[config.mk]
export PLATFORM = sky130hd
export DESIGN_NAME = coproc_frame_sequencer_flat
export DESIGN_NICKNAME = d
export VERILOG_FILES = /design/src/rtl/coproc_frame_sequencer_if.sv /design/src/rtl/coproc_frame_sequencer.sv /design/src/flat_wrapper.sv
export SDC_FILE = /design/constraint.sdc
export NUM_CORES = 1
export LEC_CHECK = 0
export ABC_AREA = 1
export CAP_MARGIN = 0
export CORE_AREA = 5 5 234 236
export CTS_CLUSTER_DIAMETER = 40
export DETAILED_ROUTE_END_ITERATION = 10
export DIE_AREA = 0 0 239 241
export GPL_TIMING_DRIVEN = 1
export PLACE_DENSITY = 0.57
export SKIP_LAST_GASP = 1
export SYNTH_ARGS = -nofsm -noshare
export SYNTH_HDL_FRONTEND = slang
export SYNTH_SLANG_ARGS = --single-unit
[constraint.sdc]
create_clock -name clk -period 1.9 [get_ports clk]
set_input_delay 0.475 -clock clk [delete_from_list [all_inputs] [get_ports clk]]
set_output_delay 0.475 -clock clk [all_outputs]
set_load 0.005 [all_outputs]
[src/rtl/coproc_frame_sequencer_if.sv]
// RX FIFO, coprocessor and UART TX handshake signals seen by the frame sequencer.
// The master modport is the sequencer side; the slave modport is the peripheral side.
interface coproc_frame_sequencer_if #(
  parameter int unsigned FRAME_BITS = 144
);
  logic                  rx_empty;
  logic [FRAME_BITS-1:0] rx_frame;
  logic                  rx_rd;
  logic [FRAME_BITS-1:0] cp_din;
  logic                  cp_din_valid;
  logic [FRAME_BITS-1:0] cp_dout;
  logic                  cp_dout_valid;
  logic [FRAME_BITS-1:0] tx_frame;
  logic                  tx_trigger;
  logic                  tx_busy;

  modport master (
    input  rx_empty, rx_frame, cp_dout, cp_dout_valid, tx_busy,
    output rx_rd, cp_din, cp_din_valid, tx_frame, tx_trigger
  );

  modport slave (
    output rx_empty, rx_frame, cp_dout, cp_dout_valid, tx_busy,
    input  rx_rd, cp_din, cp_din_valid, tx_frame, tx_trigger
  );
endinterface

[src/rtl/coproc_frame_sequencer.sv]
// Moves one UART frame through the coprocessor and back out of the UART TX,
// with a manual "resend last result" path and sticky timeout reporting.
module coproc_frame_sequencer #(
  parameter int unsigned FRAME_BITS     = 144,
  parameter int unsigned TIMEOUT_CYCLES = 1_000_000,
  parameter int unsigned TX_ACK_CYCLES  = 16,
  parameter int unsigned CNT_W          = 16
) (
  input  logic                        clk,
  input  logic                        rst,
  coproc_frame_sequencer_if.master    bus,
  input  logic                        manual_send,
  output logic                        busy,
  output logic                        err_timeout,
  output logic [CNT_W-1:0]            frame_count
);

  localparam int unsigned CYC_MAX = (TIMEOUT_CYCLES > TX_ACK_CYCLES) ? TIMEOUT_CYCLES : TX_ACK_CYCLES;
  localparam int unsigned TMR_W   = $clog2(CYC_MAX + 1);

  typedef enum logic [2:0] {
    IDLE, LOAD, ISSUE, COMPUTE, SEND, TX_ACK, TX_DRAIN
  } state_e;

  state_e                state_q, state_d;
  logic                  rx_rd_q, rx_rd_d;
  logic                  cp_din_valid_q, cp_din_valid_d;
  logic                  tx_trigger_q, tx_trigger_d;
  logic                  busy_q, busy_d;
  logic                  err_q, err_d;
  logic                  man_q;
  logic                  man_edge;
  logic [FRAME_BITS-1:0] cp_din_q, cp_din_d;
  logic [FRAME_BITS-1:0] tx_frame_q, tx_frame_d;
  logic [CNT_W-1:0]      frame_count_q, frame_count_d;
  logic [TMR_W-1:0]      tmr_q, tmr_d;

  assign man_edge = manual_send & ~man_q;

  always_comb begin
    state_d        = state_q;
    rx_rd_d        = 1'b0;
    cp_din_valid_d = 1'b0;
    tx_trigger_d   = 1'b0;
    err_d          = err_q;
    cp_din_d       = cp_din_q;
    tx_frame_d     = tx_frame_q;
    frame_count_d  = frame_count_q;
    tmr_d          = tmr_q;
    case (state_q)
      IDLE: begin
        if (!bus.rx_empty) begin
          rx_rd_d = 1'b1;
          state_d = LOAD;
        end else if (man_edge && (frame_count_q != '0)) begin
          state_d = SEND;
        end
      end
      // rx_rd is high this cycle, so rx_frame is still the pre-pop head.
      LOAD: begin
        cp_din_d = bus.rx_frame;
        state_d  = ISSUE;
      end
      ISSUE: begin
        cp_din_valid_d = 1'b1;
        tmr_d          = '0;
        state_d        = COMPUTE;
      end
      // A ready transmitter is triggered straight from here to keep the result-to-trigger latency at one cycle.
      COMPUTE: begin
        if (bus.cp_dout_valid && !cp_din_valid_q) begin
          tx_frame_d = bus.cp_dout;
          if (!bus.tx_busy) begin
            tx_trigger_d = 1'b1;
            tmr_d        = '0;
            state_d      = TX_ACK;
          end else begin
            state_d = SEND;
          end
        end else if (tmr_q == TMR_W'(TIMEOUT_CYCLES - 1)) begin
          err_d   = 1'b1;
          state_d = IDLE;
        end else begin
          tmr_d = tmr_q + TMR_W'(1);
        end
      end
      SEND: begin
        if (!bus.tx_busy) begin
          tx_trigger_d = 1'b1;
          tmr_d        = '0;
          state_d      = TX_ACK;
        end
      end
      TX_ACK: begin
        if (bus.tx_busy) begin
          state_d = TX_DRAIN;
        end else if (tmr_q == TMR_W'(TX_ACK_CYCLES - 1)) begin
          err_d   = 1'b1;
          state_d = IDLE;
        end else begin
          tmr_d = tmr_q + TMR_W'(1);
        end
      end
      TX_DRAIN: begin
        if (!bus.tx_busy) begin
          frame_count_d = frame_count_q + CNT_W'(1);
          state_d       = IDLE;
        end
      end
      default: state_d = IDLE;
    endcase
    busy_d = (state_d != IDLE);
  end

  always_ff @(posedge clk or negedge rst) begin
    if (!rst) begin
      state_q        <= IDLE;
      rx_rd_q        <= 1'b0;
      cp_din_valid_q <= 1'b0;
      tx_trigger_q   <= 1'b0;
      busy_q         <= 1'b0;
      err_q          <= 1'b0;
      man_q          <= 1'b0;
      cp_din_q       <= '0;
      tx_frame_q     <= '0;
      frame_count_q  <= '0;
      tmr_q          <= '0;
    end else begin
      state_q        <= state_d;
      rx_rd_q        <= rx_rd_d;
      cp_din_valid_q <= cp_din_valid_d;
      tx_trigger_q   <= tx_trigger_d;
      busy_q         <= busy_d;
      err_q          <= err_d;
      man_q          <= manual_send;
      cp_din_q       <= cp_din_d;
      tx_frame_q     <= tx_frame_d;
      frame_count_q  <= frame_count_d;
      tmr_q          <= tmr_d;
    end
  end

  assign bus.rx_rd        = rx_rd_q;
  assign bus.cp_din       = cp_din_q;
  assign bus.cp_din_valid = cp_din_valid_q;
  assign bus.tx_frame     = tx_frame_q;
  assign bus.tx_trigger   = tx_trigger_q;
  assign busy             = busy_q;
  assign err_timeout      = err_q;
  assign frame_count      = frame_count_q;

endmodule

[src/flat_wrapper.sv]
// flat-port wrapper written by rule: the top's interface ports become plain ports
module coproc_frame_sequencer_flat 
#(
  parameter int unsigned FRAME_BITS     = 144,
  parameter int unsigned TIMEOUT_CYCLES = 1_000_000,
  parameter int unsigned TX_ACK_CYCLES  = 16,
  parameter int unsigned CNT_W          = 16
)
  (clk, rst, manual_send, busy, err_timeout, frame_count, bus_rx_empty, bus_rx_frame, bus_cp_dout, bus_cp_dout_valid, bus_tx_busy, bus_rx_rd, bus_cp_din, bus_cp_din_valid, bus_tx_frame, bus_tx_trigger);
  coproc_frame_sequencer_if #(.FRAME_BITS(FRAME_BITS)) bus_i ();
  input  logic clk;
  input  logic rst;
  input  logic manual_send;
  output logic busy;
  output logic err_timeout;
  output logic [CNT_W-1:0] frame_count;
  input wire logic [$bits(bus_i.rx_empty)-1:0] bus_rx_empty;
  input wire logic [$bits(bus_i.rx_frame)-1:0] bus_rx_frame;
  input wire logic [$bits(bus_i.cp_dout)-1:0] bus_cp_dout;
  input wire logic [$bits(bus_i.cp_dout_valid)-1:0] bus_cp_dout_valid;
  input wire logic [$bits(bus_i.tx_busy)-1:0] bus_tx_busy;
  output wire logic [$bits(bus_i.rx_rd)-1:0] bus_rx_rd;
  output wire logic [$bits(bus_i.cp_din)-1:0] bus_cp_din;
  output wire logic [$bits(bus_i.cp_din_valid)-1:0] bus_cp_din_valid;
  output wire logic [$bits(bus_i.tx_frame)-1:0] bus_tx_frame;
  output wire logic [$bits(bus_i.tx_trigger)-1:0] bus_tx_trigger;
  assign bus_i.rx_empty = bus_rx_empty;
  assign bus_i.rx_frame = bus_rx_frame;
  assign bus_i.cp_dout = bus_cp_dout;
  assign bus_i.cp_dout_valid = bus_cp_dout_valid;
  assign bus_i.tx_busy = bus_tx_busy;
  assign bus_rx_rd = bus_i.rx_rd;
  assign bus_cp_din = bus_i.cp_din;
  assign bus_cp_din_valid = bus_i.cp_din_valid;
  assign bus_tx_frame = bus_i.tx_frame;
  assign bus_tx_trigger = bus_i.tx_trigger;
  coproc_frame_sequencer #(.FRAME_BITS(FRAME_BITS), .TIMEOUT_CYCLES(TIMEOUT_CYCLES), .TX_ACK_CYCLES(TX_ACK_CYCLES), .CNT_W(CNT_W)) u_core (.clk(clk), .rst(rst), .bus(bus_i), .manual_send(manual_send), .busy(busy), .err_timeout(err_timeout), .frame_count(frame_count));
endmodule
==> impl_metrics.csv, run 1 <==
group,metric,value,unit
yosys,synth_top_area_share,61.58,%
placed_design,dp_hpwl,37410,microns
global_route,grtUsageTotal,16.34,%
sta,min_period,1.777,ns
worst_setup_path,end_kind,"primary output",
cts,clkLatencyLatePin,0.57,ns
detailed_routing,dr.first_iter.drc_count,563,
detailed_routing,wire_per_inst,18.00,microns
cts,numCtsBuffers,58,
die,die_h,241,microns
yosys,synth-main-ff-cell,"dfrtp_1",
yosys,synth_area_leaders,"dfrtp_1 (62%), nand2_1 (16%), mux2_2 (12%)",
worst_setup_path,r2r_cells,8,
yosys,yosysWarnings,0,
sta,skew,0.01209,ns
worst_setup_path,crit_fanout,2,
power_and_ir_drop,ir_drop,0.0007477,V
die,initial_core_util,25.91,%
die,rows,84,
worst_setup_path,slowest_stage,"dfrtp_1",
power_and_ir_drop,leakagePower,11.15,nW
worst_setup_path,startpoint,"u_core.bus.cp_din[88]",
detailed_routing,viasPerCell,4.208,
worst_setup_path,cp.arrival,1.30,ns
global_route,grt_pass1_wl,73930,microns
cts,cts_tree,"done",
worst_setup_path,required,1.42,ns
global_route,grt_pass1_vias,12410,
power_and_ir_drop,net-switching-power,10.89,mW
global_route,grt-ovfl-total,0,
detailed_routing,drtAntennaViolNets,0,
yosys,yosysSeqAreaShare,61.58,%
detailed_routing,vias,11520,
hold_path,hold-path-endpoint,"u_core.man_q",
cts,clkTransAtPathRegs,0.06,ns
power_and_ir_drop,p_int,23.69,mW
hold_path,worstHoldPathCells,1,
sta,slew_viol_final,0,
yosys,synth-seq-cells,333,
sta,fmax,562.6,MHz
die,core_area,52240,sq um
sta,finalSetupViolCount,0,
detailed_routing,drtPass1Iterations,5,
worst_setup_path,rrSetupSlack,0.17,ns
job,max_cap_viol_count,0,
yosys,syn_inst,1316,
die,io_pins,603,
yosys,netlist_area,13530,sq um
cts,cts.path.max_buffers,3,
hold_path,min-delay-start,"manual_send",
yosys,yosysTopAreaCell,"dfrtp_1",
sta,worst_slack,0.1226,ns
worst_setup_path,r2r_end,"u_core.bus.tx_frame[29]",
power_and_ir_drop,clkPwrFrac,30.3,%
power_and_ir_drop,power.density,1532,nW/um^2
worst_setup_path,critical-path-top-delay-family,"flip-flops",
yosys,syn_area_per_cell,10.28,sq um
die,die_area,57600,sq um
placed_design,portBuffers,602,
power_and_ir_drop,finalPower,34.58,mW
worst_setup_path,path_cells,"dlygate4sd2_1",
yosys,netlist-cell-type-count,32,
finish,final_nets,2297,
worst_setup_path,path_buf_inv,1,
finish,stdcell_count,2737,
sta,relSlewSlack,64.37,%
worst_setup_path,r2r-start,"u_core.state_q[0]",
finish,fillers,5102,
power_and_ir_drop,p_comb_share,35.3,%
cts,cts-root-buf,"clkbuf_16",
detailed_routing,drc,0,
global_route,antenna_found_initial,6,
finish,drive_above_1_share,17.34,%
sta,fin_crit_sh,93.55,%
power_and_ir_drop,p_sw_share,31.49,%
placed_design,dp_worst_setup_slack,-0.3691,ns
power_and_ir_drop,seqPwrFrac,34.3,%
outcome,status,"complete, no violations",
detailed_routing,routed_wirelength,49250,microns
yosys,synth_edf_count,0,
cts,cts_max_level,2,
sta,rsz0062_at_grt,"false",
worst_setup_path,max_stage_delay,0.43,ns
cts,cts_sinks,333,
sta,worst_slew_pin_slew,0.5345,ns
placed_design,finalWeightedCongestion,0.8543,
sta,hold_viol,0,
worst_setup_path,crit_cells,1,
worst_setup_path,crit_type,"reg2out",
yosys,async_flop_share,100.0,%
finish,synthToLayoutAreaGrowth,66.85,%
placed_design,place_inst,2612,
worst_setup_path,start_kind,"flop",
global_route,grt_max_degree,58,
sta,fin_setup_tns,0,ns
die,die_w,239,microns
yosys,synth.net_count,1613,
hold_path,hp-class,"in2reg",
==> area by class of cell <==
class	instances	area [sq um]	area share [%]
repair buffers	680	6436	28.51
flip-flops and latches	333	8342	36.95
inverters	47	183.9	0.8146
clock buffers	77	1624	7.193
multi-input cells	880	4771	21.13
clock inverters	30	355.3	1.574
diodes	2	5.005	0.02217
well taps	688	860.8	3.813
==> state kept, by name, indices dropped and copies added, names as in the netlist <==
name	cells
u_core.bus.tx_trigger	1
u_core.bus.cp_din	144
u_core.state_q	3
u_core.err_timeout	1
u_core.bus.cp_din_valid	1
u_core.frame_count	16
u_core.bus.rx_rd	1
u_core.bus.tx_frame	144
u_core.busy	1
u_core.man_q	1
u_core.tmr_q	20
==> kinds of logic (layout without fill, tap and decap cells) <==
family	count (synthesis)	after routing	share of synthesized area (%)
buf+inv	103	834	3.366
simple gates	671	671	19.69
other cells	0	2	0
fa+ha+maj	3	3	0.2774
xor+xnor	22	22	1.424
flops	333	333	61.58
mux	144	144	11.98
compound gates	40	40	1.683
==> synth_stat cells (3+ instances only) <==
cell type,count
o22ai_1,5
nand3_1,26
clkbuf_1,18
nand4_1,9
nand3_2,3
inv_2,5
mux2_2,144
buf_2,30
o21ai_2,5
nand2_1,561
nor3_1,7
inv_1,40
dfrtp_1,333
xnor2_1,5
nor2_2,5
o21ai_0,23
nor2_1,53
ha_1,3
buf_6,3
a21oi_1,5
buf_1,4
xor2_1,17
==> cells in the final DEF, fill, tap and decap left out, types with 6 or more instances in the layout <==
| master | n |
|---|---|
| clkinv_2 | 8 |
| inv_1 | 40 |
| dfrtp_2 | 7 |
| mux2_2 | 144 |
| xor2_1 | 17 |
| buf_4 | 61 |
| nor3_1 | 7 |
| clkbuf_8 | 8 |
| dfrtp_1 | 326 |
| buf_12 | 16 |
| dlygate4sd2_1 | 308 |
| o21ai_0 | 23 |
| inv_6 | 7 |
| clkdlybuf4s50_1 | 292 |
| clkbuf_1 | 10 |
| clkbuf_16 | 59 |
| nand2_1 | 561 |
| nor2_1 | 51 |
| nand3_1 | 25 |
| nand4_1 | 9 |
| nor2_2 | 6 |
| bufinv_16 | 6 |
==> power groups by stage <==
stage | registers (mW) | logic [mW] | clock network [mW]
after floorplan | 12.1 | 5.08 | 0
after global placement | 12.0 | 14.3 | 0
after detailed placement | 12.1 | 14.5 | 0
after CTS | 11.9 | 12.5 | 10.8
after global routing | 12.3 | 13.4 | 11.1
final | 11.9 | 12.2 | 10.5
==> per-stage QoR <==
stage               hold slack (ns)  instance area [sq um]  util, %
CTS                          0.3483                  22550    43.18
global route                 0.3693                  22580    43.22
finish                       0.3903                  22580    43.22
floorplan                    0.1794                  13530        -
detailed placement           0.4640                  20830    39.88
global placement             0.4617                  20830    39.88
==> metal layers <==
metal | vias to the layer above | global-route usage [%] | part of all wire, %
li1 | 5563 | - | -
met1 | 5504 | 19.15 | 38
met3 | 86 | 5.211 | 7.0
met5 | - | 0 | 0.095
met2 | 358 | 28.37 | 52
met4 | 6 | 5.776 | 3.0
==> how the worst max path moves through the flow <==
stage	slack, ns	to
CTS	-0.17	frame_count[10]
finish	0.12	bus_cp_din[88]
detailed placement	-0.37	u_core.tmr_q[7]
global route	0.002	u_core.tmr_q[17]
global placement	-0.34	u_core.tmr_q[10]
floorplan	0.29	u_core.tmr_q[10]
==> what timing repair did <==
| action | 4_1_cts | 5_1_grt |
|---|---|---|
| gates resized for setup | 314 | 6 |
| hold endpoints to repair | 31 | 0 |
| setup buffers | 15 | 0 |
| setup endpoints to repair | 309 | 9 |
| pin swaps | 0 | 0 |
| hold buffers | 1 | 0 |
Power figures use the tool's default switching activity.
==> run 2: changes to the inputs <==
--- a/config.mk
+++ b/config.mk
@@ -8,7 +8,6 @@
 export ABC_AREA = 1
 export CAP_MARGIN = 0
 export CORE_AREA = 5 5 234 236
-export CTS_CLUSTER_DIAMETER = 40
 export DETAILED_ROUTE_END_ITERATION = 10
 export DIE_AREA = 0 0 239 241
 export GPL_TIMING_DRIVEN = 1
==> run 2 against run 1 <==
Global-route usage fell by 0.078 points. Sequential power barely moved. Flip-flop and latch count stayed put. Critical path depth did not move. Combinational power barely moved. Non-clock buffer count increased by 1. Final cell count decreased by 1.2%. Clock power decreased by 25%. Critical path type unchanged. Largest power group unchanged.
==> impl_metrics.csv, run 2 (synthesis results as in run 1) <==
group,metric,value,unit
cts,cts_sinks,333,
global_route,antenna_found_initial,5,
detailed_routing,wire_per_inst,18.13,microns
detailed_routing,vias,11430,
finish,mostFrequentLayoutCell,"nand2_1",
die,core_area,52240,sq um
detailed_routing,routed_wirelength,49020,microns
sta,relSlewSlack,64.71,%
worst_setup_path,end_kind,"primary output",
sta,min_period,1.843,ns
detailed_routing,drtPass1Iterations,5,
cts,clkLatencyLatePin,0.55,ns
detailed_routing,drtAntennaViolNets,0,
sta,skew,0.01707,ns
power_and_ir_drop,finalPower,32.04,mW
worst_setup_path,path_buf_inv,1,
sta,hold_viol,0,
worst_setup_path,cp.arrival,1.37,ns
finish,final_core_util,42.16,%
finish,layout_common_cells,"nand2_1 (561), dfrtp_1 (326), clkdlybuf4s50_1 (296)",
power_and_ir_drop,leakagePower,10.94,nW
worst_setup_path,startpoint,"u_core.bus.tx_frame[78]",
worst_setup_path,start_kind,"flop",
finish,final_nets,2281,
die,initial_core_util,25.91,%
sta,fmax,542.6,MHz
finish,drive_above_1_share,16.03,%
cts,numCtsBuffers,41,
die,die_w,239,microns
placed_design,finalWeightedCongestion,0.8543,
sta,fin_setup_tns,0,ns
cts,clkTransAtPathRegs,0.05,ns
die,die_h,241,microns
detailed_routing,viasPerCell,4.225,
worst_setup_path,max_stage_delay,0.50,ns
sta,worst_slew_pin_slew,0.5294,ns
cts,cts.path.max_buffers,3,
finish,stdcell_count,2704,
die,rows,84,
finish,synthToLayoutAreaGrowth,62.76,%
detailed_routing,dr.first_iter.drc_count,532,
sta,rsz0062_at_grt,"false",
detailed_routing,drc,0,
worst_setup_path,r2r-start,"u_core.state_q[0]",
global_route,grtUsageTotal,16.26,%
worst_setup_path,path_cells,"clkdlybuf4s50_1",
die,die_area,57600,sq um
worst_setup_path,crit_type,"reg2out",
job,max_cap_viol_count,0,
sta,slew_viol_final,0,
global_route,grt_pass1_vias,12240,
die,io_pins,603,
sta,finalSetupViolCount,0,
power_and_ir_drop,ir_drop,0.0006434,V
hold_path,min-delay-start,"manual_send",
global_route,grt_pass1_wl,73500,microns
outcome,status,"complete, no violations",
sta,fin_crit_sh,97.01,%
global_route,grt-ovfl-total,0,
placed_design,place_inst,2612,
cts,cts-root-buf,"clkbuf_16",
worst_setup_path,crit_fanout,2,
finish,fillers,5144,
global_route,grt_max_degree,58,
cts,cts_tree,"done",
cts,cts_max_level,2,
worst_setup_path,required,1.42,ns
hold_path,hp-class,"in2reg",
worst_setup_path,critical-path-top-delay-family,"buffers and inverters",
power_and_ir_drop,power.density,1455,nW/um^2
placed_design,portBuffers,602,
placed_design,dp_hpwl,37410,microns
worst_setup_path,slowest_stage,"clkdlybuf4s50_1",
run 2: cell count changes in the layout (fill, tap and decap cells not counted), sizes merged, moves of 2 or more:
| cell | before | now |
|---|---|---|
| inv | 54 | 48 |
| clkinvlp | 4 | 2 |
| clkbuf | 77 | 67 |
| bufinv | 6 | 1 |
| dlymetal6s2s | 1 | 11 |
| clkdlybuf4s50 | 292 | 296 |
| dlygate4sd2 | 308 | 294 |
| clkinv | 13 | 3 |
run 2: layout make-up:
type | instances | area, sq um | share of cell area, %
Antenna cell | 1 | 2.502 | 0.01136
Clock buffer | 67 | 1306 | 5.931
Clock inverter | 7 | 72.57 | 0.3295
Inverter | 47 | 183.9 | 0.8351
Multi-Input combinational cell | 880 | 4771 | 21.66
Sequential cell | 333 | 8342 | 37.87
Tap cell | 688 | 860.8 | 3.908
Timing Repair Buffer | 681 | 6486 | 29.45
run 2: what timing repair did:
action                                  in CTS  in global routing
setup buffers                               15                  1
gates resized for setup                    300                 16
hold buffers                                 1                  0
endpoints found under the setup margin     295                 18
endpoints found under the hold margin       31                  0
gates cloned                                 0                  0
run 2: metrics by stage:
step | hold WS (ns) | setup slack, ns | cell area (sq um)
final | 0.4294 | 0.05689 | 22020
after global routing | 0.4133 | 0.002307 | 22020
after CTS | 0.3991 | -0.1225 | 21970
after detailed placement | 0.4640 | -0.3691 | 20830
after global placement | 0.4617 | -0.3387 | 20830
after floorplan | 0.1794 | 0.2885 | 13530
run 2: power breakdown:
part           total [mW]  switching, mW  internal, mW
clock network        7.87           3.05          4.82
logic                12.3           5.57          6.73
registers            11.9           1.67          10.2
run 2: worst paths after layout:
kind	endpoint	depth (start not counted)	slack (ns)
worst max-delay path	bus_tx_frame[78]	1	0.06
worst min-delay path	u_core.man_q	1	0.43
worst max register to register	u_core.bus.tx_frame[27]	8	0.18
worst min register to register	u_core.bus.tx_frame[143]	2	0.47
max in group asynchronous	u_core.bus.tx_frame[66]	4	0.63
min in group asynchronous	u_core.bus.tx_frame[10]	2	0.52
run 2: layer usage:
metal	part of all wire [%]	GRT usage [%]
met2	52	28.47
met4	2.8	5.084
met5	0.096	0
met3	6.9	4.845
met1	38	19.35
==> run 3: changes to the inputs <==
--- a/config.mk
+++ b/config.mk
@@ -7,11 +7,13 @@
 export LEC_CHECK = 0
 export ABC_AREA = 1
 export CAP_MARGIN = 0
-export CORE_AREA = 5 5 234 236
+export CELL_PAD_IN_SITES_DETAIL_PLACEMENT = 1
+export CELL_PAD_IN_SITES_GLOBAL_PLACEMENT = 2
+export CORE_MARGIN = 5
+export CORE_UTILIZATION = 24
 export DETAILED_ROUTE_END_ITERATION = 10
-export DIE_AREA = 0 0 239 241
 export GPL_TIMING_DRIVEN = 1
-export PLACE_DENSITY = 0.57
+export PLACE_DENSITY = 0.82
 export SKIP_LAST_GASP = 1
 export SYNTH_ARGS = -nofsm -noshare
 export SYNTH_HDL_FRONTEND = slang
==> run 3 against run 2 <==
Cell area up 0.47%. Global-route usage grew 0.89 points. Register-to-register slack worse by 0.03 ns. Combinational power rose by 4%. Flip-flop and latch count is the same. Clock power rose by 0.8%. Critical path type unchanged. Critical endpoint is now bus_rx_rd. Highest routed layer unchanged.
==> impl_metrics.csv, run 3 (synthesis results as in run 1) <==
group,metric,value,unit
outcome,status,"complete, no violations",
die,core_area,56170,sq um
cts,clkLatencyLatePin,0.56,ns
power_and_ir_drop,p_comb_share,39.1,%
cts,cts_max_level,2,
detailed_routing,drtPass1Iterations,6,
worst_setup_path,critical-path-top-delay-family,"buffers and inverters",
worst_setup_path,cp.arrival,1.36,ns
global_route,grt_max_degree,74,
detailed_routing,routed_wirelength,54690,microns
sta,skew,0.01960,ns
cts,numCtsBuffers,41,
finish,fillers,6442,
worst_setup_path,slowest_stage,"clkdlybuf4s50_1",
worst_setup_path,crit_type,"reg2out",
cts,cts-root-buf,"clkbuf_16",
power_and_ir_drop,seqPwrFrac,36.5,%
cts,cts_tree,"done",
worst_setup_path,rrSetupSlack,0.15,ns
sta,min_period,1.830,ns
detailed_routing,viasPerCell,4.201,
sta,fin_crit_sh,96.32,%
sta,worst_slew_pin_slew,0.4513,ns
power_and_ir_drop,p_sw_share,33.32,%
die,die_w,247.5,microns
detailed_routing,drc,0,
power_and_ir_drop,ir_drop,0.0008610,V
die,rows,87,
global_route,grt-ovfl-total,0,
worst_setup_path,crit_fanout,1,
cts,cts.path.max_buffers,3,
placed_design,portBuffers,602,
hold_path,hp-class,"in2async",
power_and_ir_drop,leakagePower,10.88,nW
power_and_ir_drop,power.density,1475,nW/um^2
worst_setup_path,end_kind,"primary output",
sta,slew_viol_final,0,
worst_setup_path,max_stage_delay,0.49,ns
worst_setup_path,required,1.42,ns
die,initial_core_util,24.09,%
worst_setup_path,start_kind,"flop",
finish,mostFrequentLayoutCell,"nand2_1",
global_route,antenna_found_initial,15,
finish,synthToLayoutAreaGrowth,63.52,%
placed_design,finalWeightedCongestion,0.8088,
detailed_routing,drtAntennaViolNets,0,
cts,cts_sinks,333,
sta,fmax,546.4,MHz
global_route,grt_pass1_wl,80750,microns
die,die_h,247.5,microns
worst_setup_path,path_cells,"clkdlybuf4s50_1",
power_and_ir_drop,clkPwrFrac,24.3,%
global_route,grt_pass1_vias,13190,
cts,clkTransAtPathRegs,0.05,ns
power_and_ir_drop,net-switching-power,10.87,mW
finish,drive_above_1_share,16.67,%
finish,final_nets,2289,
sta,finalSetupViolCount,0,
power_and_ir_drop,p_int,21.76,mW
detailed_routing,vias,11720,
sta,relSlewSlack,69.92,%
job,max_cap_viol_count,0,
detailed_routing,dr.first_iter.drc_count,394,
finish,final_core_util,39.39,%
power_and_ir_drop,finalPower,32.63,mW
die,io_pins,603,
sta,rsz0062_at_grt,"false",
detailed_routing,wire_per_inst,19.60,microns
global_route,grtUsageTotal,17.15,%
placed_design,dp_hpwl,42690,microns
sta,hold_viol,0,
die,die_area,61230,sq um
worst_setup_path,path_buf_inv,1,
finish,layout_common_cells,"nand2_1 (561), dfrtp_1 (325), dlygate4sd2_1 (306)",
## run 3: timing repair
| item | in CTS | in global routing |
|---|---|---|
| resized for setup | 314 | 9 |
| pin swaps | 0 | 1 |
| hold buffers | 1 | 0 |
| setup endpoints to repair | 307 | 24 |
| hold endpoints to repair | 23 | 0 |
| setup buffers | 19 | 0 |
## run 3: metrics by stage
step | hold WS (ns) | worst slack, ns | area [sq um] | TNS [ns] | instances
6_report | 0.4247 | 0.06986 | 22130 | 0 | 2790
5_1_grt | 0.4224 | 0.01079 | 22110 | 0 | 2783
4_1_cts | 0.4032 | -0.1339 | 22070 | -0.1339 | 2778
3_5_place_dp | 0.4151 | -0.2602 | 20930 | -32.55 | 2685
3_3_place_gp | 0.4204 | -0.2841 | 20930 | -29.64 | 2685
2_1_floorplan | 0.1794 | 0.2885 | 13530 | 0 | 1316
## run 3: worst paths after layout
path	cells past startpoint	startpoint	end
worst max-delay path	1	u_core.bus.rx_rd	bus_rx_rd
worst min-delay path	2	rst	u_core.bus.tx_frame[42]
worst max register to register	9	u_core.tmr_q[1]	u_core.tmr_q[14]
worst min register to register	2	u_core.bus.tx_frame[32]	u_core.bus.tx_frame[32]
max in group asynchronous	3	rst	u_core.bus.cp_din[138]
min in group clk	3	bus_cp_dout[78]	u_core.bus.tx_frame[78]
## run 3: cell type report
class / instances / area, sq um / share of cell area, %
diodes: 12 / 30.03 / 0.1357
repair buffers: 689 / 6484 / 29.30
clock buffers: 52 / 1117 / 5.049
clock inverters: 21 / 242.7 / 1.097
well taps: 756 / 945.9 / 4.275
inverters: 47 / 183.9 / 0.8312
multi-input cells: 880 / 4781 / 21.61
flip-flops and latches: 333 / 8343 / 37.70
## run 3: power groups by stage
stage | Sequential, mW | Clock (mW) | Combinational, mW
after floorplan | 12.1 | 0 | 5.08
after global placement | 11.9 | 0 | 14.6
after detailed placement | 12.1 | 0 | 14.9
after CTS | 11.9 | 8.21 | 13.1
after global routing | 12.3 | 8.52 | 13.9
final | 11.9 | 7.93 | 12.8
## run 3: layer usage
metal | GRT usage [%] | up-vias | wire [microns]
met4 | 6.723 | 12 | 1918
met3 | 6.623 | 109 | 4280
li1 | - | 5539 | -
met2 | 29.76 | 346 | 28280
met5 | 0 | - | 92
met1 | 19.01 | 5715 | 20110
